## config.mk

```make
export PLATFORM = sky130hd
export DESIGN_NAME = seg_display_ctrl_flat
export DESIGN_NICKNAME = d
export VERILOG_FILES = /design/src/rtl/seg_display_ctrl_if.sv /design/src/rtl/seg_display_ctrl.sv /design/src/flat_wrapper.sv
export SDC_FILE = /design/constraint.sdc
export NUM_CORES = 1
export LEC_CHECK = 0
export CAP_MARGIN = 20
export CORE_MARGIN = 2
export CORE_UTILIZATION = 35
export DETAILED_ROUTE_END_ITERATION = 6
export PLACE_DENSITY = 0.55
export SKIP_LAST_GASP = 1
export SYNTH_ARGS = -nofsm -noshare
export SYNTH_HDL_FRONTEND = slang
export SYNTH_SLANG_ARGS = --single-unit
```

## constraint.sdc

```tcl
create_clock -name clock -period 7.25 [get_ports clock]
set_clock_uncertainty 0.15 [all_clocks]
set_input_delay 2.175 -clock clock [delete_from_list [all_inputs] [get_ports clock]]
set_output_delay 2.175 -clock clock [all_outputs]
set_load 0.005 [all_outputs]
```

## src/rtl/seg_display_ctrl_if.sv

```systemverilog
// Bus between the CPU-side I/O ports and the seven-segment controller.
// master drives load/ch_data and observes status and segments; slave is the controller.
interface seg_display_ctrl_if #(
    parameter int unsigned NCH    = 3,
    parameter int unsigned WIDTH  = 8,
    parameter int unsigned DIGITS = 2
) ();
    logic                      load;
    logic [NCH*WIDTH-1:0]      ch_data;
    logic                      busy;
    logic                      done;
    logic [NCH*DIGITS*7-1:0]   hex;

    modport master (output load, output ch_data, input busy, input done, input hex);
    modport slave  (input load, input ch_data, output busy, output done, output hex);
endinterface

```

## src/rtl/seg_display_ctrl.sv

```systemverilog
// Multi-channel seven-segment display controller.
// Samples NCH unsigned channels on load, converts each to DIGITS decimal digits with a
// sequential shift-and-add-3 engine, then updates all segment outputs in one cycle.
// Optional macro SEG_LEAD_BLANK_EN: blank leading zero digits (digit 0 always shown).
module seg_display_ctrl #(
    parameter int unsigned NCH    = 3,
    parameter int unsigned WIDTH  = 8,
    parameter int unsigned DIGITS = 2
) (
    input  logic              clock,
    input  logic              resetn,
    seg_display_ctrl_if.slave bus
);
    // BCD digits needed to hold any WIDTH-bit value, and padded width covering DIGITS too
    localparam int unsigned BD = (WIDTH + 2) / 3;
    localparam int unsigned PD = (BD > DIGITS) ? BD : DIGITS;
    localparam int unsigned CW = (NCH > 1) ? $clog2(NCH) : 1;
    localparam int unsigned NW = $clog2(WIDTH + 1);
    localparam int unsigned HW = NCH * DIGITS * 7;

    localparam logic [CW-1:0] LastIdx  = CW'(NCH - 1);
    localparam logic [NW-1:0] LastBit  = NW'(WIDTH - 1);
    localparam logic [6:0]    SegZero  = 7'b1000000;
    localparam logic [6:0]    SegBlank = 7'b1111111;
    localparam logic [6:0]    SegDash  = 7'b0111111;

`ifdef SEG_LEAD_BLANK_EN
    localparam bit LeadBlank = 1'b1;
`else
    localparam bit LeadBlank = 1'b0;
`endif

    function automatic logic [6:0] seg7(input logic [3:0] v);
        case (v)
            4'd0:    return 7'b1000000;
            4'd1:    return 7'b1111001;
            4'd2:    return 7'b0100100;
            4'd3:    return 7'b0110000;
            4'd4:    return 7'b0011001;
            4'd5:    return 7'b0010010;
            4'd6:    return 7'b0000010;
            4'd7:    return 7'b1111000;
            4'd8:    return 7'b0000000;
            4'd9:    return 7'b0010000;
            default: return SegBlank;
        endcase
    endfunction

    // Encoding of value 0 on every channel under the active configuration
    function automatic logic [HW-1:0] hex_reset();
        logic [HW-1:0] h;
        h = '0;
        for (int i = 0; i < NCH * DIGITS; i++) begin
            h[i*7 +: 7] = (LeadBlank && (i % DIGITS) != 0) ? SegBlank : SegZero;
        end
        return h;
    endfunction

    localparam logic [HW-1:0] HexRst = hex_reset();

    typedef enum logic [1:0] {StIdle, StShift, StWrite, StCommit} state_t;

    state_t                 state_q;
    logic                   busy_q;
    logic                   done_q;
    logic [NCH*WIDTH-1:0]   sample_q;
    logic [HW-1:0]          pending_q;
    logic [HW-1:0]          hex_q;
    logic [BD*4-1:0]        bcd_q;
    logic [WIDTH-1:0]       value_q;
    logic [CW-1:0]          ch_idx_q;
    logic [NW-1:0]          cnt_q;

    logic [BD*4-1:0]        bcd_adj;
    logic [BD*4-1:0]        bcd_shift;
    logic [PD*4-1:0]        bcd_pad;
    logic                   overflow;
    logic                   nonzero_seen;
    logic [3:0]             dig;
    logic [DIGITS*7-1:0]    chan_codes;
    logic [HW-1:0]          pending_next;
    logic [CW-1:0]          next_idx;
    logic [WIDTH-1:0]       next_value;

    // Double-dabble step, digit encoding of the finished channel and next-channel fetch
    always_comb begin
        bcd_adj      = bcd_q;
        bcd_pad      = '0;
        overflow     = 1'b0;
        nonzero_seen = 1'b0;
        dig          = 4'd0;
        chan_codes   = '0;
        next_value   = '0;

        for (int i = 0; i < BD; i++) begin
            if (bcd_q[i*4 +: 4] >= 4'd5) bcd_adj[i*4 +: 4] = bcd_q[i*4 +: 4] + 4'd3;
        end
        bcd_shift = {bcd_adj[BD*4-2:0], value_q[WIDTH-1]};

        bcd_pad[BD*4-1:0] = bcd_q;
        for (int d = 0; d < PD; d++) begin
            if (d >= DIGITS && bcd_pad[d*4 +: 4] != 4'd0) overflow = 1'b1;
        end
        // Scan from the top digit so leading zeros are known before they are encoded
        for (int d = DIGITS - 1; d >= 0; d--) begin
            dig = bcd_pad[d*4 +: 4];
            if (dig != 4'd0) nonzero_seen = 1'b1;
            if (overflow) begin
                chan_codes[d*7 +: 7] = SegDash;
            end else if (LeadBlank && !nonzero_seen && d != 0) begin
                chan_codes[d*7 +: 7] = SegBlank;
            end else begin
                chan_codes[d*7 +: 7] = seg7(dig);
            end
        end

        pending_next = pending_q;
        pending_next[ch_idx_q*DIGITS*7 +: DIGITS*7] = chan_codes;

        next_idx = ch_idx_q + 1'b1;
        if (ch_idx_q != LastIdx) next_value = sample_q[next_idx*WIDTH +: WIDTH];
    end

    // Conversion FSM with registered outputs; hex loads on entry to COMMIT so all
    // channels change together in the cycle done is high
    always_ff @(posedge clock or negedge resetn) begin
        if (!resetn) begin
            state_q   <= StIdle;
            busy_q    <= 1'b0;
            done_q    <= 1'b0;
            sample_q  <= '0;
            pending_q <= '0;
            hex_q     <= HexRst;
            bcd_q     <= '0;
            value_q   <= '0;
            ch_idx_q  <= '0;
            cnt_q     <= '0;
        end else begin
            done_q <= 1'b0;
            case (state_q)
                StIdle, StCommit: begin
                    if (bus.load) begin
                        sample_q <= bus.ch_data;
                        value_q  <= bus.ch_data[WIDTH-1:0];
                        bcd_q    <= '0;
                        ch_idx_q <= '0;
                        cnt_q    <= '0;
                        busy_q   <= 1'b1;
                        state_q  <= StShift;
                    end else begin
                        state_q  <= StIdle;
                    end
                end
                StShift: begin
                    bcd_q   <= bcd_shift;
                    value_q <= value_q << 1;
                    cnt_q   <= cnt_q + 1'b1;
                    if (cnt_q == LastBit) state_q <= StWrite;
                end
                StWrite: begin
                    pending_q <= pending_next;
                    if (ch_idx_q == LastIdx) begin
                        hex_q   <= pending_next;
                        done_q  <= 1'b1;
                        busy_q  <= 1'b0;
                        state_q <= StCommit;
                    end else begin
                        ch_idx_q <= next_idx;
                        value_q  <= next_value;
                        bcd_q    <= '0;
                        cnt_q    <= '0;
                        state_q  <= StShift;
                    end
                end
                default: state_q <= StIdle;
            endcase
        end
    end

    assign bus.busy = busy_q;
    assign bus.done = done_q;
    assign bus.hex  = hex_q;
endmodule

```

## src/flat_wrapper.sv

```systemverilog
// flat-port wrapper written by rule: the top's interface ports become plain ports
module seg_display_ctrl_flat 
#(
    parameter int unsigned NCH    = 3,
    parameter int unsigned WIDTH  = 8,
    parameter int unsigned DIGITS = 2
)
  (clock, resetn, bus_load, bus_ch_data, bus_busy, bus_done, bus_hex);
  seg_display_ctrl_if #(.NCH(NCH), .WIDTH(WIDTH), .DIGITS(DIGITS)) bus_i ();
  input  logic clock;
  input  logic resetn;
  input wire logic [$bits(bus_i.load)-1:0] bus_load;
  input wire logic [$bits(bus_i.ch_data)-1:0] bus_ch_data;
  output wire logic [$bits(bus_i.busy)-1:0] bus_busy;
  output wire logic [$bits(bus_i.done)-1:0] bus_done;
  output wire logic [$bits(bus_i.hex)-1:0] bus_hex;
  assign bus_i.load = bus_load;
  assign bus_i.ch_data = bus_ch_data;
  assign bus_busy = bus_i.busy;
  assign bus_done = bus_i.done;
  assign bus_hex = bus_i.hex;
  seg_display_ctrl #(.NCH(NCH), .WIDTH(WIDTH), .DIGITS(DIGITS)) u_core (.clock(clock), .resetn(resetn), .bus(bus_i));
endmodule
```

Yosys cells after proc, flatten, opt, wreduce, memory -nomap -nowiden
Memory sizes are Yosys's and may differ from the RTL's. Index checks and enable logic that the tools add are counted.

Memories kept: 2. Bits of input ports: 27. Memory bits (read-only): 224. Register bits: 138.

Magnitude comparators: 3. $mul: 1. Eq/ne operators: 10. $add $sub $neg: 6. Muxes and demuxes: 29. Reductions and logical operators: 9. Shifts and indexed selects: 3.

Memory list: (no name shown) (words 16, width 7, rd ports 1, clocked after memory_dff 0, write ports 0, RTL line seg_display_ctrl.sv:34) `case (v)`; (no name shown) (words 16, width 7, rd ports 1, clocked after memory_dff 0, write ports 0, RTL line seg_display_ctrl.sv:34).

Operator list (count): $bwmux W42 (1); $shift A14 B34 Y42 const A (1); $shiftx A14 B34 Y42 (1); $pmux W12 S3 (1); $neg A7 Y34 (1); $mux W12 (2); $mux W8 (3); $pmux W8 S3 (1); $shiftx A24 B6 Y8 (1); $mux W4 (4); $mux W7 (2); $ge A4 B3 Y1 const B (3); $pmux W4 S3 (1); $add A4 B2 Y4 const B (2); $mux W2 (4); $eq A2 B2 Y1 const B (3); $mux W1 (6); $ne A2 B2 Y1 const B (3); $pmux W2 S3 (1); $reduce_and A2 Y1 (3); $reduce_and A3 Y1 (2); $mul A2 B3 Y5 const B (1); $add A4 B1 Y4 const B (1); $eq A4 B3 Y1 const B (1); 11 further kinds (12).

Depth between registers and ports, before layout
Depth in word-level cells: 5. Mapped depth: 11. Gate-level depth less buffers: 8.

Least setup slack after synthesis
OpenSTA, ideal clock, no wires.

Path kind: in2reg. Start point: input port bus_load. End point: register u_core.sample_q[10]. Slack: 3.888 ns. Buffers on the path: 1. Arrival time: 3.088 ns. Stages: 3. Cells stage by stage: nand2_1 clkbuf_1 mux2_2.

Cells in the longest elaborated chain, start to end: 1.

RTL lines: start, declared (RTL line flat_wrapper.sv:12) `input wire logic [$bits(bus_i.load)-1:0] bus_load;`; $reduce_and A2 Y1 (no source line); end signal, assigned (RTL line seg_display_ctrl.sv:143) `sample_q <= bus.ch_data;`; end, declared (RTL line seg_display_ctrl.sv:66) `logic [NCH*WIDTH-1:0] sample_q;`.

No other way between the ends. A chain may end at the register's enable or synchronous reset.

Final worst setup path
Start point: register u_core.hex_q[6] (netlist: u_core.bus.hex[6]). End point: output port bus_hex[6].

RTL lines: start, declared (RTL line seg_display_ctrl.sv:68) `logic [HW-1:0] hex_q;`; start signal, assigned (RTL line seg_display_ctrl.sv:133) `hex_q <= HexRst;`; start signal, assigned (RTL line seg_display_ctrl.sv:163) `hex_q <= pending_next;`; end, declared (RTL line flat_wrapper.sv:16) `output wire logic [$bits(bus_i.hex)-1:0] bus_hex;`.

No word-level cell between the ends.

==> flow_summary.json <==
{
  "cp-end-kind": "output port",
  "ys_types": 73,
  "syn_to_final_growth_pct": 20.1,
  "start_util_pct": 35.8,
  "hold_violations": 0,
  "htreeDepth": 4,
  "clk_pin_slew_worst_paths_ns": 0.06,
  "cts_resized": 0,
  "clockPowerShare_pct": 25.7,
  "r2r_slack_ns": 3.51,
  "power.density_nw_per_um2": 380,
  "synth_top_area_share_pct": 45.3,
  "synth_ff_type": "dfrtp_1",
  "netlist_area_um2": 7300,
  "rsz0062_at_grt": "no",
  "dieArea_um2": 22000,
  "switchingPower_w": 0.00126,
  "cts_tree": "yes",
  "grt_pass1_vias": 5784,
  "path_delay_family": "flip-flops",
  "max_slew.worst_pin.slew_ns": 1.02,
  "drv_slew": 0,
  "post_drt_wl_per_cell_um": 17.4,
  "grt_usage_pct": 17.7,
  "synthesis.nets": 784,
  "cts_buffers": 17,
  "power_leakage_nw": 3.62,
  "period_needed_ns": 3.77,
  "clkSinkCount": 138,
  "drive_above_1_share_pct": 11.5,
  "worstPathRequired_ns": 4.93,
  "peakVddDrop_v": 0.000206,
  "die_width_um": 148,
  "chipHeight_um": 148,
  "clk_latency_ns": 0.42,
  "cap_viol_max_count": 0,
  "initialDrtViolationCount": 399,
  "max_slew_margin_pct": 31.5,
  "switching_share_pct": 37.8,
  "fin_util_pct": 43.0,
  "pin_count": 71,
  "io_buffers": 70,
  "synthTopCellsByArea": "dfrtp_1 (45%), nand2_1 (4.2%), mux2_2 (3.9%)",
  "power_frac_comb_pct": 40.0,
  "yosys_warnings": 0,
  "nets": 835,
  "worst_setup_path_start_kind": "register",
  "cts_root_buf": "clkbuf_16",
  "max_stage_delay_ns": 0.53,
  "netlist_instances": 735,
  "cts.hold.buffers_added": 0,
  "grt_antenna_before_repair": 0,
  "seqPwrFrac_pct": 34.3,
  "critical_path_buf_inv_count": 1,
  "ys_seq_elements": 138,
  "grt_pass1_wl_mm": 30.8,
  "async_reset_ff_share_pct": 100,
  "grt-ovfl-total": 0,
  "place_hpwl_mm": 13.0,
  "p_int_w": 0.00207,
  "gp_congestion": 0.873,
  "cp_slowest_cell": "dfstp_2",
  "antenna_cells": 0,
  "cts_setup_buffers": 0,
  "vias": 5822,
  "drc": 24,
  "synth_top_area_cell": "dfrtp_1",
  "crit_fanout": 2,
  "core_um2": 20400,
  "synth-edff-count": 0,
  "viasPerCell": 5.45,
  "finalSetupTns_ns": 0,
  "clockBufferDepth": 2,
  "violations": "DRC",
  "crit_chain": "clkdlybuf4s50_1",
  "finalSetupViolCount": 0,
  "finalCritPeriodShare_pct": 52.0,
  "outcome": "finished, violations left",
  "synth-seq-area-share_pct": 47.4,
  "num-fill-cells": 1949,
  "min_path_type": "register to register",
  "grt_max_degree": 85,
  "ant_nets": 0,
  "max_freq_ghz": 0.265,
  "rows": 52,
  "drt_pass1_iterations": 7,
  "cp.arrival_ns": 1.44,
  "setup.worst_path.class": "register to output port",
  "wirelength_mm": 18.6,
  "avgSynthCellArea_um2": 9.93
}
==> worst paths after layout <==
check / start / end / cells after the start
setup / recovery: u_core.bus.hex[6] / bus_hex[6] / 1
hold / removal: u_core.bus.hex[6] / u_core.bus.hex[6] / 2
setup reg to reg: u_core.ch_idx_q[0] / u_core.pending_q[32] / 8
hold reg to reg: u_core.bus.hex[6] / u_core.bus.hex[6] / 2
max in group asynchronous: resetn / u_core.ch_idx_q[1] / 2
min in group asynchronous: resetn / u_core.bus.hex[12] / 1
==> cells in the final DEF, fill, tap and decap left out, types with 6 or more instances in the layout <==
| cell type | Yosys | routed |
|---|---|---|
| a21o_1 | 6 | 6 |
| a21oi_1 | 44 | 44 |
| a221oi_1 | 8 | 8 |
| a222oi_1 | 7 | 7 |
| a22o_1 | 12 | 12 |
| a22oi_1 | 6 | 6 |
| a32o_1 | 10 | 10 |
| buf_4 | 5 | 7 |
| clkbuf_16 | 0 | 17 |
| clkdlybuf4s50_1 | 0 | 69 |
| dfrtp_1 | 132 | 132 |
| dfstp_2 | 6 | 6 |
| ha_1 | 22 | 22 |
| inv_1 | 22 | 22 |
| mux2_2 | 25 | 25 |
| mux2i_1 | 13 | 13 |
| nand2_1 | 82 | 81 |
| nand2b_1 | 10 | 10 |
| nand3_1 | 10 | 10 |
| nor2_1 | 60 | 60 |
| nor2b_1 | 9 | 9 |
| nor3_1 | 11 | 11 |
| nor3b_1 | 16 | 16 |
| o21ai_0 | 44 | 44 |
| o21ai_1 | 33 | 33 |
| o22ai_1 | 13 | 13 |
| o2bb2ai_1 | 6 | 6 |
==> metrics by stage <==
stage | hold WS [ns] | area [µm²] | setup slack, ns | power (W) | std cells
finish | 0.319 | 8760 | 3.48 | 0.00333 | 1068
global route | 0.340 | 8760 | 3.30 | 0.00357 | 1068
CTS | 0.326 | 8740 | 3.45 | 0.00336 | 1067
detailed placement | 0.315 | 8170 | 3.03 | 0.00249 | 1036
global placement | 0.303 | 8170 | 3.06 | 0.00246 | 1036
floorplan | 0.292 | 7300 | 3.89 | 0.00202 | 735
==> power groups by stage <==
| stage | Sequential (W) | Combinational [W] | Clock (W) |
|---|---|---|---|
| finish | 0.00114 | 0.00133 | 0.000856 |
| global route | 0.00118 | 0.00147 | 0.000913 |
| CTS | 0.00114 | 0.00134 | 0.000878 |
| detailed placement | 0.00116 | 0.00133 | 0 |
| global placement | 0.00114 | 0.00131 | 0 |
| floorplan | 0.00112 | 0.000900 | 0 |
==> flip-flops by register name (all words and copies together), names as in the netlist <==
register          count
u_core.bus.hex       42
u_core.pending_q     42
u_core.sample_q      24
u_core.bcd_pad       12
u_core.value_q        8
u_core.cnt_q          4
u_core.ch_idx_q       2
u_core.state_q        2
u_core.bus.busy       1
u_core.bus.done       1
==> synth_stat cells, drive strengths merged, types with 6 or more instances <==
cell type and count:
o22ai 13, dfrtp 132, inv 22, mux2 25, a22oi 7, o2bb2ai 6
o21ai 79, a22o 12, dfstp 6, clkbuf 25, nor2 60, nand2 83
nand3 11, a222oi 7, nor2b 9, mux2i 13, nor3 11, a21oi 44
a21o 6, a221oi 10, ha 22, nand2b 10, buf 21, a32o 10
nor3b 17
==> final cells by class <==
class	instances	area [µm²]	share of cell area (%)
Multi-Input combinational cell	528	3530	40.2
Inverter	23	86.3	0.985
Sequential cell	138	3460	39.5
Clock buffer	18	429	4.90
Clock inverter	13	146	1.67
Timing Repair Buffer	78	774	8.84
Tap cell	270	338	3.86
==> metal layers <==
layer	global-route usage, %	part of all wire [%]	up-vias
met1	24.5	48	2881
met4	4.95	1.5	0
met5	0	0	-
met2	28.2	47	138
li1	-	-	2780
met3	3.68	3.8	23
==> kinds of logic after synthesis <==
| kind of cell | count (synthesis) | share of synthesized area (%) |
|---|---|---|
| XOR/XNOR | 9 | 1.18 |
| flip-flops | 138 | 47.4 |
| buffers and inverters | 69 | 4.27 |
| multiplexers | 38 | 5.64 |
| AND/OR/NAND/NOR | 219 | 14.2 |
| adder cells (fa/ha/maj) | 22 | 3.77 |
| AO/OA/AOI/OAI | 240 | 23.5 |
Power figures use the tool's default switching activity.
